$ cat src/rtl/car_dash_engine.sv
// LED-matrix car dash game core: per-frame scroll, spawn, move, collision check
// and crash accounting for NUM_PLAYERS independent roads.
module car_dash_engine #(
  parameter int unsigned NUM_PLAYERS  = 2,
  parameter int unsigned LANE_W       = 6,
  parameter int unsigned ROAD_LEN     = 24,
  parameter int unsigned HEAD_ROW     = 16,
  parameter int unsigned SPAWN_PERIOD = 4,
  parameter int unsigned IMMUNITY     = 3,
  parameter int unsigned CNT_W        = 6
) (
  input  logic                                        clk,
  input  logic                                        RST,
  input  logic                                        run,
  input  logic                                        tick,
  input  logic [2*NUM_PLAYERS-1:0]                    move,
  input  logic [LANE_W*NUM_PLAYERS-1:0]               rand_in,
  output logic [NUM_PLAYERS*(LANE_W+2)*ROAD_LEN-1:0]  frame,
  output logic                                        frame_valid,
  output logic                                        busy,
  output logic [4*NUM_PLAYERS-1:0]                    car_pos,
  output logic [NUM_PLAYERS-1:0]                      crash,
  output logic [CNT_W*NUM_PLAYERS-1:0]                crash_cnt
);

  localparam int unsigned ROW_W    = LANE_W + 2;
  localparam int unsigned FRAME_W  = NUM_PLAYERS * ROW_W * ROAD_LEN;
  localparam int unsigned OBS_W    = NUM_PLAYERS * ROAD_LEN * LANE_W;
  localparam int unsigned POS_W    = 4 * NUM_PLAYERS;
  localparam int unsigned POS_INIT = LANE_W / 2;

  typedef enum logic [2:0] {S_IDLE, S_SHIFT, S_SPAWN, S_MOVE, S_CHECK, S_DONE} state_t;

  // Walls on both edges, obstacles in between, car drawn over head and tail rows
  function automatic logic [FRAME_W-1:0] build_frame(input logic [OBS_W-1:0] obs,
                                                     input logic [POS_W-1:0] pos);
    logic [FRAME_W-1:0] f;
    f = '0;
    for (int p = 0; p < NUM_PLAYERS; p++) begin
      for (int r = 0; r < ROAD_LEN; r++) begin
        f[(p*ROAD_LEN + r)*ROW_W]             = 1'b1;
        f[(p*ROAD_LEN + r)*ROW_W + ROW_W - 1] = 1'b1;
        for (int c = 0; c < LANE_W; c++) begin
          f[(p*ROAD_LEN + r)*ROW_W + c + 1] = obs[(p*ROAD_LEN + r)*LANE_W + c] |
            ((pos[4*p +: 4] == 4'(c)) && (r == HEAD_ROW || r == HEAD_ROW + 1));
        end
      end
    end
    return f;
  endfunction

  localparam logic [POS_W-1:0]   POS_RST   = {NUM_PLAYERS{4'(POS_INIT)}};
  localparam logic [FRAME_W-1:0] FRAME_RST = build_frame('0, POS_RST);

  state_t                        state_q, state_d;
  logic [OBS_W-1:0]              obs_q, obs_d;
  logic [POS_W-1:0]              pos_q, pos_d;
  logic [NUM_PLAYERS-1:0]        wall_hit_q, wall_hit_d;
  logic [4*NUM_PLAYERS-1:0]      imm_q, imm_d;
  logic [CNT_W*NUM_PLAYERS-1:0]  cnt_q, cnt_d;
  logic [3:0]                    spawn_q, spawn_d;
  logic [3:0]                    fmod_q, fmod_d;
  logic [FRAME_W-1:0]            frame_q, frame_d;
  logic                          frame_valid_q, frame_valid_d;
  logic                          busy_q, busy_d;
  logic [POS_W-1:0]              car_pos_q, car_pos_d;
  logic [NUM_PLAYERS-1:0]        crash_q, crash_d;

  logic [LANE_W-1:0]             spawn_row;
  logic [3:0]                    cur_pos;
  logic                          hit;
  int unsigned                   head_idx;

  always_ff @(posedge clk or posedge RST) begin
    if (RST) begin
      state_q       <= S_IDLE;
      obs_q         <= '0;
      pos_q         <= POS_RST;
      wall_hit_q    <= '0;
      imm_q         <= '0;
      cnt_q         <= '0;
      spawn_q       <= '0;
      fmod_q        <= '0;
      frame_q       <= FRAME_RST;
      frame_valid_q <= 1'b0;
      busy_q        <= 1'b0;
      car_pos_q     <= POS_RST;
      crash_q       <= '0;
    end else begin
      state_q       <= state_d;
      obs_q         <= obs_d;
      pos_q         <= pos_d;
      wall_hit_q    <= wall_hit_d;
      imm_q         <= imm_d;
      cnt_q         <= cnt_d;
      spawn_q       <= spawn_d;
      fmod_q        <= fmod_d;
      frame_q       <= frame_d;
      frame_valid_q <= frame_valid_d;
      busy_q        <= busy_d;
      car_pos_q     <= car_pos_d;
      crash_q       <= crash_d;
    end
  end

  always_comb begin
    state_d       = state_q;
    obs_d         = obs_q;
    pos_d         = pos_q;
    wall_hit_d    = wall_hit_q;
    imm_d         = imm_q;
    cnt_d         = cnt_q;
    spawn_d       = spawn_q;
    fmod_d        = fmod_q;
    frame_d       = frame_q;
    frame_valid_d = 1'b0;
    car_pos_d     = car_pos_q;
    crash_d       = '0;
    spawn_row     = '0;
    cur_pos       = '0;
    hit           = 1'b0;
    head_idx      = 0;

    case (state_q)
      S_IDLE: if (run && tick) state_d = S_SHIFT;

      S_SHIFT: begin
        for (int p = 0; p < NUM_PLAYERS; p++) begin
          for (int r = ROAD_LEN - 1; r >= 1; r--) begin
            obs_d[(p*ROAD_LEN + r)*LANE_W +: LANE_W] = obs_q[(p*ROAD_LEN + r - 1)*LANE_W +: LANE_W];
          end
        end
        state_d = S_SPAWN;
      end

      S_SPAWN: begin
        // A full row would be unpassable, so one rotating lane is always left open
        for (int p = 0; p < NUM_PLAYERS; p++) begin
          spawn_row = '0;
          if (spawn_q == 4'd0) begin
            spawn_row = rand_in[LANE_W*p +: LANE_W];
            if (&spawn_row) spawn_row = spawn_row & ~(LANE_W'(1) << fmod_q);
          end
          obs_d[(p*ROAD_LEN)*LANE_W +: LANE_W] = spawn_row;
        end
        spawn_d = (spawn_q == 4'(SPAWN_PERIOD - 1)) ? 4'd0 : spawn_q + 4'd1;
        fmod_d  = (fmod_q == 4'(LANE_W - 1)) ? 4'd0 : fmod_q + 4'd1;
        state_d = S_MOVE;
      end

      S_MOVE: begin
        for (int p = 0; p < NUM_PLAYERS; p++) begin
          cur_pos       = pos_q[4*p +: 4];
          wall_hit_d[p] = 1'b0;
          if (move[2*p +: 2] == 2'b01) begin
            if (cur_pos == 4'd0) wall_hit_d[p] = 1'b1;
            else                 pos_d[4*p +: 4] = cur_pos - 4'd1;
          end else if (move[2*p +: 2] == 2'b10) begin
            if (cur_pos == 4'(LANE_W - 1)) wall_hit_d[p] = 1'b1;
            else                           pos_d[4*p +: 4] = cur_pos + 4'd1;
          end
        end
        state_d = S_CHECK;
      end

      S_CHECK: begin
        for (int p = 0; p < NUM_PLAYERS; p++) begin
          head_idx = (p*ROAD_LEN + HEAD_ROW)*LANE_W + 32'(pos_q[4*p +: 4]);
          hit      = obs_q[head_idx] | obs_q[head_idx + LANE_W] | wall_hit_q[p];
          if (hit && imm_q[4*p +: 4] == 4'd0) begin
            if (cnt_q[CNT_W*p +: CNT_W] != {CNT_W{1'b1}})
              cnt_d[CNT_W*p +: CNT_W] = cnt_q[CNT_W*p +: CNT_W] + CNT_W'(1);
            imm_d[4*p +: 4] = 4'(IMMUNITY);
            crash_d[p]      = 1'b1;
          end else if (imm_q[4*p +: 4] != 4'd0) begin
            imm_d[4*p +: 4] = imm_q[4*p +: 4] - 4'd1;
          end
        end
        // Outputs load on the edge into DONE so they are valid while DONE is held
        frame_d       = build_frame(obs_q, pos_q);
        car_pos_d     = pos_q;
        frame_valid_d = 1'b1;
        state_d       = S_DONE;
      end

      S_DONE:  state_d = S_IDLE;
      default: state_d = S_IDLE;
    endcase

    busy_d = (state_d != S_IDLE);
  end

  assign frame       = frame_q;
  assign frame_valid = frame_valid_q;
  assign busy        = busy_q;
  assign car_pos     = car_pos_q;
  assign crash       = crash_q;
  assign crash_cnt   = cnt_q;

endmodule

$ cat config.mk
export PLATFORM = sky130hd
export DESIGN_NAME = car_dash_engine
export DESIGN_NICKNAME = d
export VERILOG_FILES = /design/src/rtl/car_dash_engine.sv
export SDC_FILE = /design/constraint.sdc
export NUM_CORES = 1
export LEC_CHECK = 0
export ABC_AREA = 0
export ABC_CLOCK_PERIOD_IN_PS = 23500
export BUFFER_PORTS_ARGS = -buffer_cell sky130_fd_sc_hd__buf_2
export CAP_MARGIN = 20
export CORE_AREA = 8 8 225 248
export CTS_CLUSTER_DIAMETER = 60
export DETAILED_ROUTE_END_ITERATION = 6
export DIE_AREA = 0 0 233 256
export MAX_ROUTING_LAYER = met4
export PLACE_DENSITY = 0.87
export REMOVE_ABC_BUFFERS = 1
export SYNTH_ARGS = -nofsm -noshare
export SYNTH_HDL_FRONTEND = slang
export SYNTH_SLANG_ARGS = --single-unit
$ cat constraint.sdc
create_clock -name clk -period 23.5 [get_ports clk]
set_input_delay 4.7 -clock clk [delete_from_list [all_inputs] [get_ports clk]]
set_output_delay 4.7 -clock clk [all_outputs]
set_load 0.1 [all_outputs]
* Word-level counts from Yosys, hierarchy flattened *
Cells that the tools add are included.

word-level totals
  flip-flop bits (word level) = 629
  input bits = 20
  output and inout port bits = 408
  word-level logic and storage cells = 157

operators by class
  add/subtract/negate cells = 14
  order comparisons = 4
  eq/ne operators = 26
  shift operators = 1
  multiplexer cells = 40
  bitwise logic cells = 31
  reductions and logical operators = 24

operators by type and width
  cell                                                          count
  2-to-1 mux 4 bit                                              14
  binary-select mux 1 bit (select 9 bit)                        4
  bitwise OR 1 bit                                              28
  2-to-1 mux 6 bit                                              4
  == test 4 x 2 -> 1 bit (second input constant)                5
  == test 4 x 3 -> 1 bit (second input constant)                5
  zero test 4 bit                                               5
  less-than comparator 9 x 10 -> 1 bit (second input constant)  2
  adder 4 x 1 -> 4 bit (second input constant)                  4
  subtractor 4 x 1 -> 4 bit (second input constant)             4
  2-to-1 mux 1 bit                                              15
  one-hot mux 3 bit (5 select lines)                            1
  adder 6 x 1 -> 6 bit (second input constant)                  2
  AND 6 bit                                                     2
  != test 6 bit (second input constant)                         2
  AND reduction 6 bit                                           2
  adder 9 x 3 -> 10 bit (second input constant)                 1
  less-than comparator 10 bit (second input constant)           1
  less-than comparator 8 x 10 -> 1 bit (second input constant)  1
  adder 8 x 3 -> 9 bit (second input constant)                  1
  adder 8 x 4 -> 9 bit (first input constant)                   1
  adder 7 x 4 -> 8 bit (first input constant)                   1
  == test 4 x 1 -> 1 bit (second input constant)                2
  != test 2 bit (second input constant)                         4
  17 further kinds                                              29

* Longest topological paths before layout *
  word-level depth = 9
  mapped depth = 13
  mapped depth without buffers = 10

* Worst setup path after synthesis *
OpenSTA, ideal clock, no wires.

  path kind = input to register
  from = input move[1]
  to = register pos_q[3]
  setup time = 0.133 ns
  arrival = 5.751 ns
  path slack = 17.616 ns
  stages on the path = 7
  path buffers = 0
  cells stage by stage = inv_1 ha_1 nand3b_1 a21oi_1 nor3_1 nand2_1 xnor2_1

on the way
  longest elaborated chain between the ends = 3

RTL lines
  what                                                                  line      source
  start: declaration                                                    16        input logic [2*NUM_PLAYERS-1:0] move,
  == test 2 x 1 -> 1 bit / == test 2 bit (equally long branches)        155, 158
  != test 2 bit (no line) / nonzero test 2 bit (equally long branches)  -
  AND reduction 4 bit (no line)                                         -
  end signal: assignment                                                92        pos_q <= pos_d;
  end: declaration                                                      57        logic [POS_W-1:0] pos_q, pos_d;

Parallel ways exist; a longest one is shown, timed or not.
A chain may end at the register's enable or synchronous reset.

==> summary.md <==
| Metric | Value |
|---|---|
| Worst Hold Launch | `obs_q[284]$_DFFE_PP0P_` |
| Worst hold path type | `reg -> reg` |
| IO Pins | `428` |
| CTS tree | `yes` |
| Post-synth top area share | `59.4%` |
| Upper clock frequency limit | `140 MHz` |
| Root buf cell | `clkbuf_16` |
| Cell Rows | `88` |
| Hold path depth | `2` |
| Antenna Nets Post-Route | `0` |
| Routed WL | `60000 µm` |
| Worst-path fanout max | `139` |
| Syn Inst Count | `2300` |
| Layout cells sized above 1 | `29.4%` |
| GRT Total Usage | `20.3%` |
| Fin crit period | `7130 ps` |
| Comb power frac | `42.9%` |
| CTS Sinks | `629` |
| CP most frequent cell | `buf_4` |
| Crit-path cells | `buf_2, inv_8, buf_4, buf_4, buf_4, buf_16` |
| Drt initial violations | `1237` |
| Sequential share of power | `34.9%` |
| Slew HR | `29.1%` |
| Post-CTS Setup Inserts | `0` |
| CP max stage delay | `780 ps` |
| Die Wd | `233 µm` |
| Part of the cycle the worst path needs | `30.3%` |
| Inst Count DP | `3207` |
| Starting density of the core | `50.1%` |
| Cell area after synthesis | `26000 µm²` |
| Ys flop type | `dfrtp_1` |
| Pwr per Cell Area | `155 nW/µm²` |
| Clock power share | `22.2%` |
| Clock buffer depth | `3` |
| CP required | `24210 ps` |
| Post-synthesis sequential area ratio | `60.6%` |
| Routability cong. | `0.831` |
| Setup TNS | `0 ps` |
| Synthesis-stage register bit count | `629` |
| Largest cells by area after synthesis | `dfrtp_1, nand2_1, mux2_2` |
| Worst-path clk slew | `60 ps` |
| Worst slew pin tran | `1060 ps` |
| Maximum vdd drop | `0.000157 V` |
| Hold Violations, Final | `0` |
| Num CTS Buffers | `61` |
| R2R setup slack | `19300 ps` |
| DR WL/cell | `18.1 µm` |
| Setup crit end kind | `async pin` |
| Final setup skew | `15.6 ps` |
| Leak pwr | `0.0165 µW` |
| Final Setup Violations | `0` |
| Die Footprint | `59600 µm²` |
| Vias in the first global route | `17.5k` |
| Routed met3 length | `3450 µm` |
| Reg-to-Reg End | `crash_cnt[1]$_DFFE_PP0P_` |
| Vias | `17.4k` |
| Global route overflow | `0` |
| Area Growth Syn to Fin | `15.6%` |
| Max Used Layer | `met4` |
| RSZ-0062 raised after global routing | `false` |
| Cts repair resizes | `0` |
| Cell taking the most area after synthesis | `dfrtp_1` |
| Buf+Inv Stages, Crit Path | `6` |
| FFs w/ async S/R, synth | `100%` |
| Via-per-instance ratio | `5.22` |
| Fin cells | `3323` |
| Met2 Wirelength | `30000 µm` |
| Largest net degree at the start of global routing | `176` |
| Critical path class | `in -> async` |
| Max-cap violations | `0` |
| Metal-1 WL | `24800 µm` |
| DR pass1 iterations | `5` |
| End of the worst hold path | `frame[379]$_DFFE_PP0P_` |
| Core Region | `51900 µm²` |
| Synth Warn # | `0` |
| Status | `finished, final reports clean` |
| CP Depth | `6` |
| Reg2reg path depth | `8` |
| CP max stage cell | `buf_4` |
| Sw Ratio | `47.8%` |
| Filler cells | `4063` |
| CP top delay family | `buffers and inverters` |
| Die Height | `256 µm` |
| Worst r2r src | `state_q[1]$_DFF_PP0_` |
| Syn Area/Cell | `11.3 µm²` |
| Hold_buf cts | `0` |
| Int Power | `2420 µW` |
| Number of synthesized flops with an enable pin | `0` |
| Hpwl dp | `39000 µm` |
| Initial antenna violation count | `2` |
| Sw power | `2220 µW` |
| Nets@finish | `2644` |
| Synth cell types | `60` |
| Clk_lat worst skew | `600 ps` |
| Number of remaining DRC errors | `0` |
| Critical path arrival | `7840 ps` |
| H-tree depth | `2` |
| First-pass GRT wire length | `96700 µm` |
| Post-Route Utilization | `57.9%` |
| Slew Viols, Final | `0` |
| Worst setup SP type | `input port` |
| PortBufs | `331` |
[area by class of cell]
| class | instances | area [µm²] | share of cell area, % |
|---|---|---|---|
| clock inverters | 30 | 397 | 1.32 |
| multi-input cells | 1531 | 9310 | 31.0 |
| flip-flops and latches | 629 | 15800 | 52.5 |
| repair buffers | 350 | 1870 | 6.23 |
| diodes | 2 | 5.00 | 0.0167 |
| well taps | 675 | 845 | 2.81 |
| clock buffers | 82 | 1750 | 5.82 |
| inverters | 24 | 105 | 0.350 |
[cell usage after synthesis, drive strengths merged (4+ instances only)]
cell type	number
dfstp	12
mux4	25
xor2	7
inv	23
nand3	19
nand4	4
buf	109
nand2	870
a211oi	7
nor2	21
o22a	8
a21oi	24
nor2b	6
dfrtp	617
mux2	285
xnor2	15
and3	6
o21ai	40
mux2i	14
a32o	12
nor4	4
ha	27
nor3b	6
clkbuf	102
[cell families (layout without fill, tap and decap cells)]
kind of cell / after synthesis / count (layout) / synth area share [%]
and+or+nand+nor: 954 / 954 / 14.4
other: 1 / 98 / 0.0144
muxes: 324 / 324 / 15.2
xor gates and xnor gates: 22 / 22 / 0.742
buffers and inverters: 235 / 486 / 4.96
adders and majority gates: 27 / 27 / 1.30
DFF: 629 / 629 / 60.6
AOI/OAI and AO/OA: 108 / 108 / 2.74
[through the flow]
| stage | hold slack, ps | area (µm²) | power (µW) | worst slack (ps) |
|---|---|---|---|---|
| 2_1_floorplan | 435 | 25100 | 3370 | 823 |
| 4_1_cts | 466 | 30000 | 4680 | 15920 |
| 5_1_grt | 480 | 30000 | 4840 | 15870 |
| 3_3_place_gp | 446 | 27800 | 3580 | 15280 |
| 3_5_place_dp | 447 | 27800 | 3630 | 15250 |
| 6_report | 459 | 30000 | 4640 | 16370 |
[placed cells by master (no fill, tap or decap), types with 3 or more instances in the layout]
cell | synthesis | final
mux4_2 | 19 | 19
nor3b_1 | 6 | 5
mux2_2 | 282 | 282
nand2_1 | 870 | 869
bufinv_16 | 0 | 9
a21oi_1 | 23 | 23
mux2i_1 | 14 | 14
nor2b_1 | 6 | 6
buf_16 | 0 | 3
mux4_1 | 6 | 6
and3_1 | 6 | 6
xor2_1 | 7 | 7
clkbuf_1 | 102 | 9
nor2_1 | 21 | 21
o22a_1 | 8 | 8
inv_1 | 22 | 21
nand3_1 | 19 | 19
conb_1 | 1 | 96
dfrtp_1 | 617 | 617
a211oi_1 | 7 | 7
clkbuf_8 | 0 | 10
clkinv_2 | 0 | 14
xnor2_1 | 15 | 15
dfstp_2 | 12 | 12
nand4_1 | 3 | 3
nor4_1 | 4 | 4
ha_1 | 27 | 27
a32o_1 | 12 | 12
clkbuf_16 | 0 | 63
buf_2 | 3 | 331
o21ai_0 | 39 | 39
clkinvlp_4 | 0 | 4
buf_4 | 99 | 15
[layer usage]
layer	up-vias	GRT usage (%)
met3	111	4.00
li1	7931	-
met1	8796	25.9
met2	519	32.6
met4	0	6.09
met5	-	-
[registers in the layout, summed over array words and instances (netlist names)]
name and count:
obs_q 288, fmod_q 4, frame_valid 1, crash 2
frame 288, wall_hit_q 2, state_q 3, car_pos 8
spawn_q 4, crash_cnt 12, imm_q 8, pos_q 8
busy 1
[power groups by stage]
stage / registers (µW) / clock network, µW / logic, µW
3_5_place_dp: 1630 / 0 / 2000
2_1_floorplan: 2510 / 0 / 860
6_report: 1620 / 1030 / 1990
3_3_place_gp: 1620 / 0 / 1960
4_1_cts: 1620 / 1050 / 2000
5_1_grt: 1660 / 1090 / 2090
[worst max path at each step]
stage | slack, ps | startpoint | endpoint
detailed placement | 15250 | RST | frame[126]$_DFFE_PP0P_
CTS | 15920 | RST | frame[117]$_DFFE_PP0P_
floorplan | 820 | state_q[2]$_DFF_PP0_ | obs_q[100]$_DFFE_PP0P_
global route | 15870 | RST | pos_q[0]$_DFFE_PP1P_
global placement | 15280 | RST | frame[126]$_DFFE_PP0P_
finish | 16370 | RST | pos_q[0]$_DFFE_PP1P_
[worst min-delay path, cell delays in order (launching register included)]
cell     delay [ps]
dfrtp_1         340
nand2_1          50
nand2_1          50
No activity file was read; power rests on OpenSTA's default activity.
